===== config.mk =====
export PLATFORM = sky130hd
export DESIGN_NAME = fe_decode
export DESIGN_NICKNAME = d
export VERILOG_FILES = /design/src/rtl/fe_decode.sv
export SDC_FILE = /design/constraint.sdc
export NUM_CORES = 2
export LEC_CHECK = 0
export ABC_AREA = 1
export CORE_UTILIZATION = 29
export CTS_CLUSTER_SIZE = 20
export DETAILED_ROUTE_END_ITERATION = 10
export PLACE_DENSITY = 0.53
export SLEW_MARGIN = 10
export SYNTH_ARGS = -nofsm -noshare
export SYNTH_HDL_FRONTEND = slang
export SYNTH_SLANG_ARGS = --single-unit

===== constraint.sdc =====
create_clock -name clk -period 4.55 [get_ports clk]
set_clock_uncertainty 0.1 [all_clocks]
set_input_delay 0.91 -clock clk [delete_from_list [all_inputs] [get_ports clk]]
set_output_delay 0.91 -clock clk [all_outputs]
set_load 0.05 [all_outputs]

===== src/rtl/fe_decode.sv =====
// fe_decode: unpacks a 256-bit little-endian Ed25519 encoding into five 51-bit
// limbs (each held in a 64-bit word) plus the X sign bit. The encoding is
// checked against p = 2^255-19 with a fixed five-cycle limb-serial borrow chain.
// A value in [p, 2^255) is reduced to value - p and flagged as noncanon.
// Build option: define FE_DECODE_STRICT_EN to reject non-canonical input
// instead (err=1, y_out forced to 0). Cycle timing is the same in both builds.
module fe_decode (
    input  logic              clk,
    input  logic              rst_n,
    input  logic              start,
    input  logic [255:0]      encoded,
    output logic              busy,
    output logic              ready,
    output logic [4:0][63:0]  y_out,
    output logic              x_sign,
    output logic              noncanon,
    output logic              err
);

    localparam int LIMBS  = 5;
    localparam int LIMB_W = 51;

    // p limbs: limb 0 is 2^51-19, limbs 1..4 are 2^51-1
    localparam logic [LIMB_W-1:0] P_HI = {LIMB_W{1'b1}};
    localparam logic [LIMB_W-1:0] P_LO = {LIMB_W{1'b1}} - LIMB_W'(18);

    typedef enum logic [2:0] {
        S_IDLE,
        S_LOAD,
        S_CMP,
        S_SEL,
        S_DONE
    } state_t;

    state_t                         state_reg, state_next;
    logic [255:0]                   enc_reg;
    logic [LIMBS-1:0][LIMB_W-1:0]   limb_reg;
    logic [LIMBS-1:0][LIMB_W-1:0]   d_reg;
    logic                           borrow_reg;
    logic [2:0]                     cnt_reg;

    logic [LIMB_W-1:0]              limb_cur;
    logic [LIMB_W-1:0]              p_cur;
    logic [LIMB_W:0]                diff;
    logic                           ge;
    logic [LIMB_W-1:0]              ge_mask;
    logic [LIMB_W-1:0]              keep_mask;
    logic                           err_next;
    logic [LIMBS-1:0][LIMB_W-1:0]   sel;
    logic [LIMBS-1:0][LIMB_W-1:0]   y_next;

    // State register
    always_ff @(posedge clk or negedge rst_n) begin
        if (!rst_n) begin
            state_reg <= S_IDLE;
        end else begin
            state_reg <= state_next;
        end
    end

    // Next-state logic; the compare phase always runs all five limbs
    always_comb begin
        state_next = state_reg;
        case (state_reg)
            S_IDLE: if (start) state_next = S_LOAD;
            S_LOAD: state_next = S_CMP;
            S_CMP:  if (cnt_reg == 3'd4) state_next = S_SEL;
            S_SEL:  state_next = S_DONE;
            S_DONE: state_next = S_IDLE;
            default: state_next = S_IDLE;
        endcase
    end

    assign busy  = (state_reg == S_LOAD) || (state_reg == S_CMP) || (state_reg == S_SEL);
    assign ready = (state_reg == S_DONE);

    // Pick the limb and the matching p limb for the current compare step
    always_comb begin
        limb_cur = '0;
        for (int i = 0; i < LIMBS; i++) begin
            if (cnt_reg == 3'(i)) limb_cur = limb_reg[i];
        end
        p_cur = (cnt_reg == 3'd0) ? P_LO : P_HI;
        diff  = {1'b0, limb_cur} - {1'b0, p_cur} - {{LIMB_W{1'b0}}, borrow_reg};
    end

    // A final borrow of 0 means value >= p; selection uses masks, not branches
    assign ge      = ~borrow_reg;
    assign ge_mask = {LIMB_W{ge}};

`ifdef FE_DECODE_STRICT_EN
    assign keep_mask = {LIMB_W{~ge}};
    assign err_next  = ge;
`else
    assign keep_mask = {LIMB_W{1'b1}};
    assign err_next  = 1'b0;
`endif

    generate
        for (genvar gi = 0; gi < LIMBS; gi++) begin : g_sel
            assign sel[gi]    = (d_reg[gi] & ge_mask) | (limb_reg[gi] & ~ge_mask);
            assign y_next[gi] = sel[gi] & keep_mask;
        end
    endgenerate

    // Input latch, limb split, borrow chain and counter
    always_ff @(posedge clk or negedge rst_n) begin
        if (!rst_n) begin
            enc_reg    <= '0;
            limb_reg   <= '0;
            d_reg      <= '0;
            borrow_reg <= 1'b0;
            cnt_reg    <= 3'd0;
            x_sign     <= 1'b0;
        end else begin
            case (state_reg)
                S_IDLE: begin
                    if (start) enc_reg <= encoded;
                end
                S_LOAD: begin
                    for (int i = 0; i < LIMBS; i++) begin
                        limb_reg[i] <= enc_reg[LIMB_W*i +: LIMB_W];
                    end
                    x_sign     <= enc_reg[255];
                    borrow_reg <= 1'b0;
                    cnt_reg    <= 3'd0;
                end
                S_CMP: begin
                    for (int i = 0; i < LIMBS; i++) begin
                        if (cnt_reg == 3'(i)) d_reg[i] <= diff[LIMB_W-1:0];
                    end
                    borrow_reg <= diff[LIMB_W];
                    cnt_reg    <= cnt_reg + 3'd1;
                end
                default: ;
            endcase
        end
    end

    // Result registers: loaded on the S_SEL -> S_DONE edge, held until next accept
    always_ff @(posedge clk or negedge rst_n) begin
        if (!rst_n) begin
            y_out    <= '0;
            noncanon <= 1'b0;
            err      <= 1'b0;
        end else if (state_reg == S_SEL) begin
            for (int i = 0; i < LIMBS; i++) begin
                y_out[i] <= {13'd0, y_next[i]};
            end
            noncanon <= ge;
            err      <= err_next;
        end
    end

endmodule


**Word-level counts from Yosys, hierarchy flattened**

Index checks and enable logic that the tools add are counted.

- $add $sub $neg: 3
- Equal/unequal tests: 10
- Mux-type cells: 11
- Bitwise gates (word level): 17
- Reduce and logical (&&, ||, !) cells: 12

Operator list:

| operator | number |
|---|---|
| 51-bit AND | 10 |
| 51-bit 2-to-1 mux | 5 |
| 51-bit bitwise OR | 5 |
| 51-bit by 51-bit subtractor with 52-bit output | 1 |
| 52-bit by 1-bit subtractor with 52-bit output | 1 |
| 51-bit NOT | 1 |
| 2-bit AND reduction | 7 |
| 3-bit by 2-bit equality test with 1-bit output (second input constant) | 4 |
| 3-bit one-hot mux with 4 select lines | 1 |
| 3-bit by 1-bit equality test with 1-bit output (second input constant) | 2 |
| 3-bit equality test (second input constant) | 2 |
| 3-bit logical NOT | 2 |
| 3-bit 2-to-1 mux | 2 |
| 3-bit one-hot mux with 2 select lines | 1 |
| 5-bit 2-to-1 mux | 1 |
| 3-bit by 1-bit adder with 3-bit output (second input constant) | 1 |
| 1-bit logical OR | 2 |
| 2-bit by 1-bit inequality test with 1-bit output (second input constant) | 1 |
| 2-bit inequality test (second input constant) | 1 |
| 1-bit one-hot mux with 2 select lines | 1 |
| 2-bit nonzero test | 1 |
| 1-bit NOT | 1 |

- Flip-flop bits (word level): 1030
- Input port bits: 259
- Output and inout bits: 325
- Word-level logic and storage cells: 74

**Logic depth before layout (Yosys ltp)**

- Depth after elaboration: 9
- Gate-level depth with buffers: 25
- Depth with buffers taken out: 24

**Least setup slack after synthesis**

OpenSTA, ideal clock, no wires.

- Path type: register -> register
- Start: register cnt_reg[0]
- End: register d_reg[86] (netlist name)
- Setup time: 0.135 ns
- Data arrival time: 3.555 ns
- Data required time: 4.315 ns
- Setup slack: 0.760 ns
- Cell stages (with the launch flop): 23
- Path buffers: 2
- Period minus slack after synthesis: 3.790 ns
- Cell sequence: dfrtp_1 -> inv_1 -> ha_1 -> inv_1 -> nor2_2 -> clkbuf_1 -> buf_1 -> nand3_1 -> a311oi_1 -> o22ai_1 -> ha_1 -> inv_1 -> ha_1 -> nand2_1 -> nand2_1 -> a31oi_1 -> o21ai_0 -> a21oi_1 -> nand2_1 -> nand2_1 -> nand2_1 -> xnor2_1 -> o21ai_0

- Longest elaborated chain between the ends: 8
- Elaborated cells on any way between the ends: 14
- Classes of those cells: 2 x add/sub; 4 x eq/ne; 6 x mux; 2 x reduce/logical

Ends and longest elaborated chain:

| what | RTL line | RTL |
|---|---|---|
| start, declared | 40 | `logic [2:0] cnt_reg;` |
| start signal, assigned | 133 | `cnt_reg <= cnt_reg + 3'd1;` |
| 3-bit logical NOT | 81, 83 |  |
| 51-bit 2-to-1 mux (5 in series) | 81 | `if (cnt_reg == 3'(i)) limb_cur = limb_reg[i];` |
| 51-bit by 51-bit subtractor with 52-bit output | 84 | `diff = {1'b0, limb_cur} - {1'b0, p_cur} - {{LIMB_W{1'b0}}, borrow_reg};` |
| 52-bit by 1-bit subtractor with 52-bit output | 84 |  |
| end signal, assigned by index | 130 | `if (cnt_reg == 3'(i)) d_reg[i] <= diff[LIMB_W-1:0];` |
| end, declared | 38 | `logic [LIMBS-1:0][LIMB_W-1:0] d_reg;` |

Several ways; a longest one is shown, not always the timed one.
A chain may end at the register's enable or synchronous reset.

**Worst setup path after layout**

- Start: register cnt_reg[1]
- End: register d_reg[97] (netlist name)

Same word-level chain as after synthesis.

==> metrics <==
TritonCTS Buffers around 120; Yosys top cell area share between 50% and 60%; Die Height approximately 400 µm; WP depth 22; Syn Area/Cell between 8 and 9 µm²; Post-synth top flop dfrtp_1; CP Cell Sequence inv_1 > ha_2 > inv_1 > nor2_4 > buf_4 > buf_12 > buf_4 > nand3_1 > a311oi_2 > o22ai_1 > ha_1 > a21oi_1 > o21ai_0 > a21oi_1 > o21ai_0 > inv_1 > nor3_1 > buf_4 > nor3_2 > nand3_2 > nand3_1 > nand2_1; cells after synthesis approximately 5.6k; root buf cell clkbuf_16; Max FO, Critical Path 6; Least-Margin Pin Slew between 1 and 1.5 ns; Required @ worst endpoint slightly above 5 ns; Setup Viol. Count Final 0; Sink Count ~1.0k; Fillers 16.27k; Die ar. ~160000 µm²; share of layout cells above drive strength 1 a little under an eighth; DR iter-0 viols ~3.8k; CP Capture Point d_reg[97]; max FFs per register between 200 and 300; Nets around 6.7k; clk slew on worst S/H paths approximately 0.070 ns; H-tree depth 3; Hold Crit Class in -> async; Die Width about 400 µm; most common cell in the netlist nand2_1; initial antenna violation count 6; Crit Path Class reg -> reg; Critical R2R Launch cnt_reg[1]; Critical Path AT 4.96 ns; sequential share of the synthesized area between 50% and 60%; fmax between 200 and 250 MHz; Hold Vio Cnt, Final 0; Synth warnings 0; slowest CP cell a311oi_2; number of port buffers roughly 520; CP top delay family compound AO/OA/AOI/OAI gates; grt total ovfl 0; Crit. Startpoint cnt_reg[1]; DRC viols 0; via count 41.19k; vias in the first global route around 40k; area grow syn2layout 31.67%; setup slack after layout roughly 0.13 ns; Slew Limit Fails 0; first-pass GRT wire length 277400 µm; register bit total from synthesis approximately 1.0k; Core ar. 158600 µm²; Initial Utilization about 29%; IO Count about 580; clock latency on the worst-skew pair about 0.8 ns; maxcap violations 0; commonest cells in the netlist nand2_1, dfrtp_1, nor2_1, inv_1, o21ai_0; GRT Overall Usage 23.36%; Max Root-Sink Buffers 3; synth unique cells 46; routability-driven placement congestion ratio around 0.93; pin count of the biggest net entering global routing ~190; drt pass-1 iters 5; number of nets with antenna violations after routing 0; reg2reg setup slack roughly 0.13 ns; post-layout min period 4.417 ns; Critical Path Max Stage Delay ~0.42 ns; Async SR Flop Fraction 100.0%; CTS tree yes; Place WS -0.5538 ns; status finished, final reports clean; synth top area cells dfrtp_1, nand2_1, nor2_1; Worst Setup End Kind flop; RR Endpoint d_reg[97]; WL/cell 22.62 µm; Bufs and invs on worst path 7; vias per cell 4.847; Final period util 97.07%; # hold bufs at CTS 0; fin util around 39%; FF-to-FF path depth 22; Worst setup SP type flop; Routed WL 192200 µm; post-synthesis cell area 46390 µm²; Slew HR between 20% and 30%; EDFF count, synth 0; DP HPWL approximately 150000 µm; RSZ-0062 raised after global routing yes; cell taking the most area after synthesis dfrtp_1; # rows between 100 and 150
-- routing by layer --
layer | part of all wire [%] | GRT usage, % | vias to the layer above
met1 | 50 | 36.30 | 20100
met3 | 7.9 | 5.691 | 208
li1 | - | - | 19530
met5 | 0.0068 | 0 | -
met2 | 40 | 32.07 | 1361
met4 | 2.0 | 5.183 | 2
-- worst min-delay path by stage --
stage,to,cells past startpoint
final,enc_reg[119],1
after global routing,enc_reg[119],1
after CTS,enc_reg[119],1
after floorplan,d_reg[0],2
after global placement,d_reg[1],2
after detailed placement,d_reg[1],2
-- cells in the final DEF (no fill, tap or decap), drive strengths merged, types with 5 or more instances in the layout --
master,synthesis,layout
a21boi,6,6
a21oi,329,329
a311oi,45,45
a31oi,264,264
buf,95,443
bufinv,0,7
clkbuf,294,167
clkdlybuf4s50,0,516
clkinv,1,30
conb,1,66
dfrtp,1030,1030
ha,58,58
inv,453,453
mux2,6,6
nand2,1534,1534
nand3,243,243
nand3b,14,14
nor2,681,681
nor3,18,18
nor4,7,7
o211ai,8,8
o21a,10,10
o21ai,392,392
o22ai,48,48
or2,12,12
xnor2,11,11
xor2,5,5
-- worst register-to-register path, cell delays in order, from the launching register on --
cell and delay, ns:
dfrtp_1 0.39, inv_1 0.11, ha_2 0.19, inv_1 0.06
nor2_4 0.19, buf_4 0.19, buf_12 0.11, buf_4 0.10
nand3_1 0.07, a311oi_2 0.42, o22ai_1 0.18, ha_1 0.37
a21oi_1 0.24, o21ai_0 0.17, a21oi_1 0.23, o21ai_0 0.14
inv_1 0.10, nor3_1 0.05, buf_4 0.14, nor3_2 0.30
nand3_2 0.18, nand3_1 0.12, nand2_1 0.08
-- kinds of logic after synthesis --
family,count (synthesis),synth area share (%)
DFF,1030,55.56
other,1,0.008083
buffers and inverters,843,7.376
AOI/OAI and AO/OA,1116,13.46
xor gates and xnor gates,16,0.3991
and+or+nand+nor,2513,21.45
adders and majority gates,59,1.607
muxes,6,0.1456
-- layout make-up --
class                   count  area [µm²]  area share, %
flip-flops and latches   1030       25780          42.20
multi-input cells        3776       17970          29.41
repair buffers            959        9123          14.93
clock buffers             167        3344          5.475
well taps                2072        2592          4.244
inverters                 454        1723          2.820
clock inverters            40       554.3         0.9074
diodes                      1       2.502       0.004097
-- stage by stage --
step | cells | setup TNS, ns | hold WS [ns] | cell area [µm²]
2_1_floorplan | 5649 | 0 | 0.3422 | 46640
3_3_place_gp | 8283 | -20.56 | 0.3583 | 56660
3_5_place_dp | 8283 | -17.30 | 0.3592 | 56660
4_1_cts | 8490 | 0 | 0.1024 | 60710
5_1_grt | 8498 | -0.04377 | 0.1520 | 61080
6_report | 8499 | 0 | 0.1195 | 61090
-- what timing repair did --
item | CTS | global route
buffers inserted | 0 | 8
gates resized for setup | 25 | 79
endpoints found under the setup margin | 84 | 147
pin swaps | 1 | 25
Power is not shown: default switching activity piles up to over one toggle a cycle in this logic, so the estimate is an artifact.
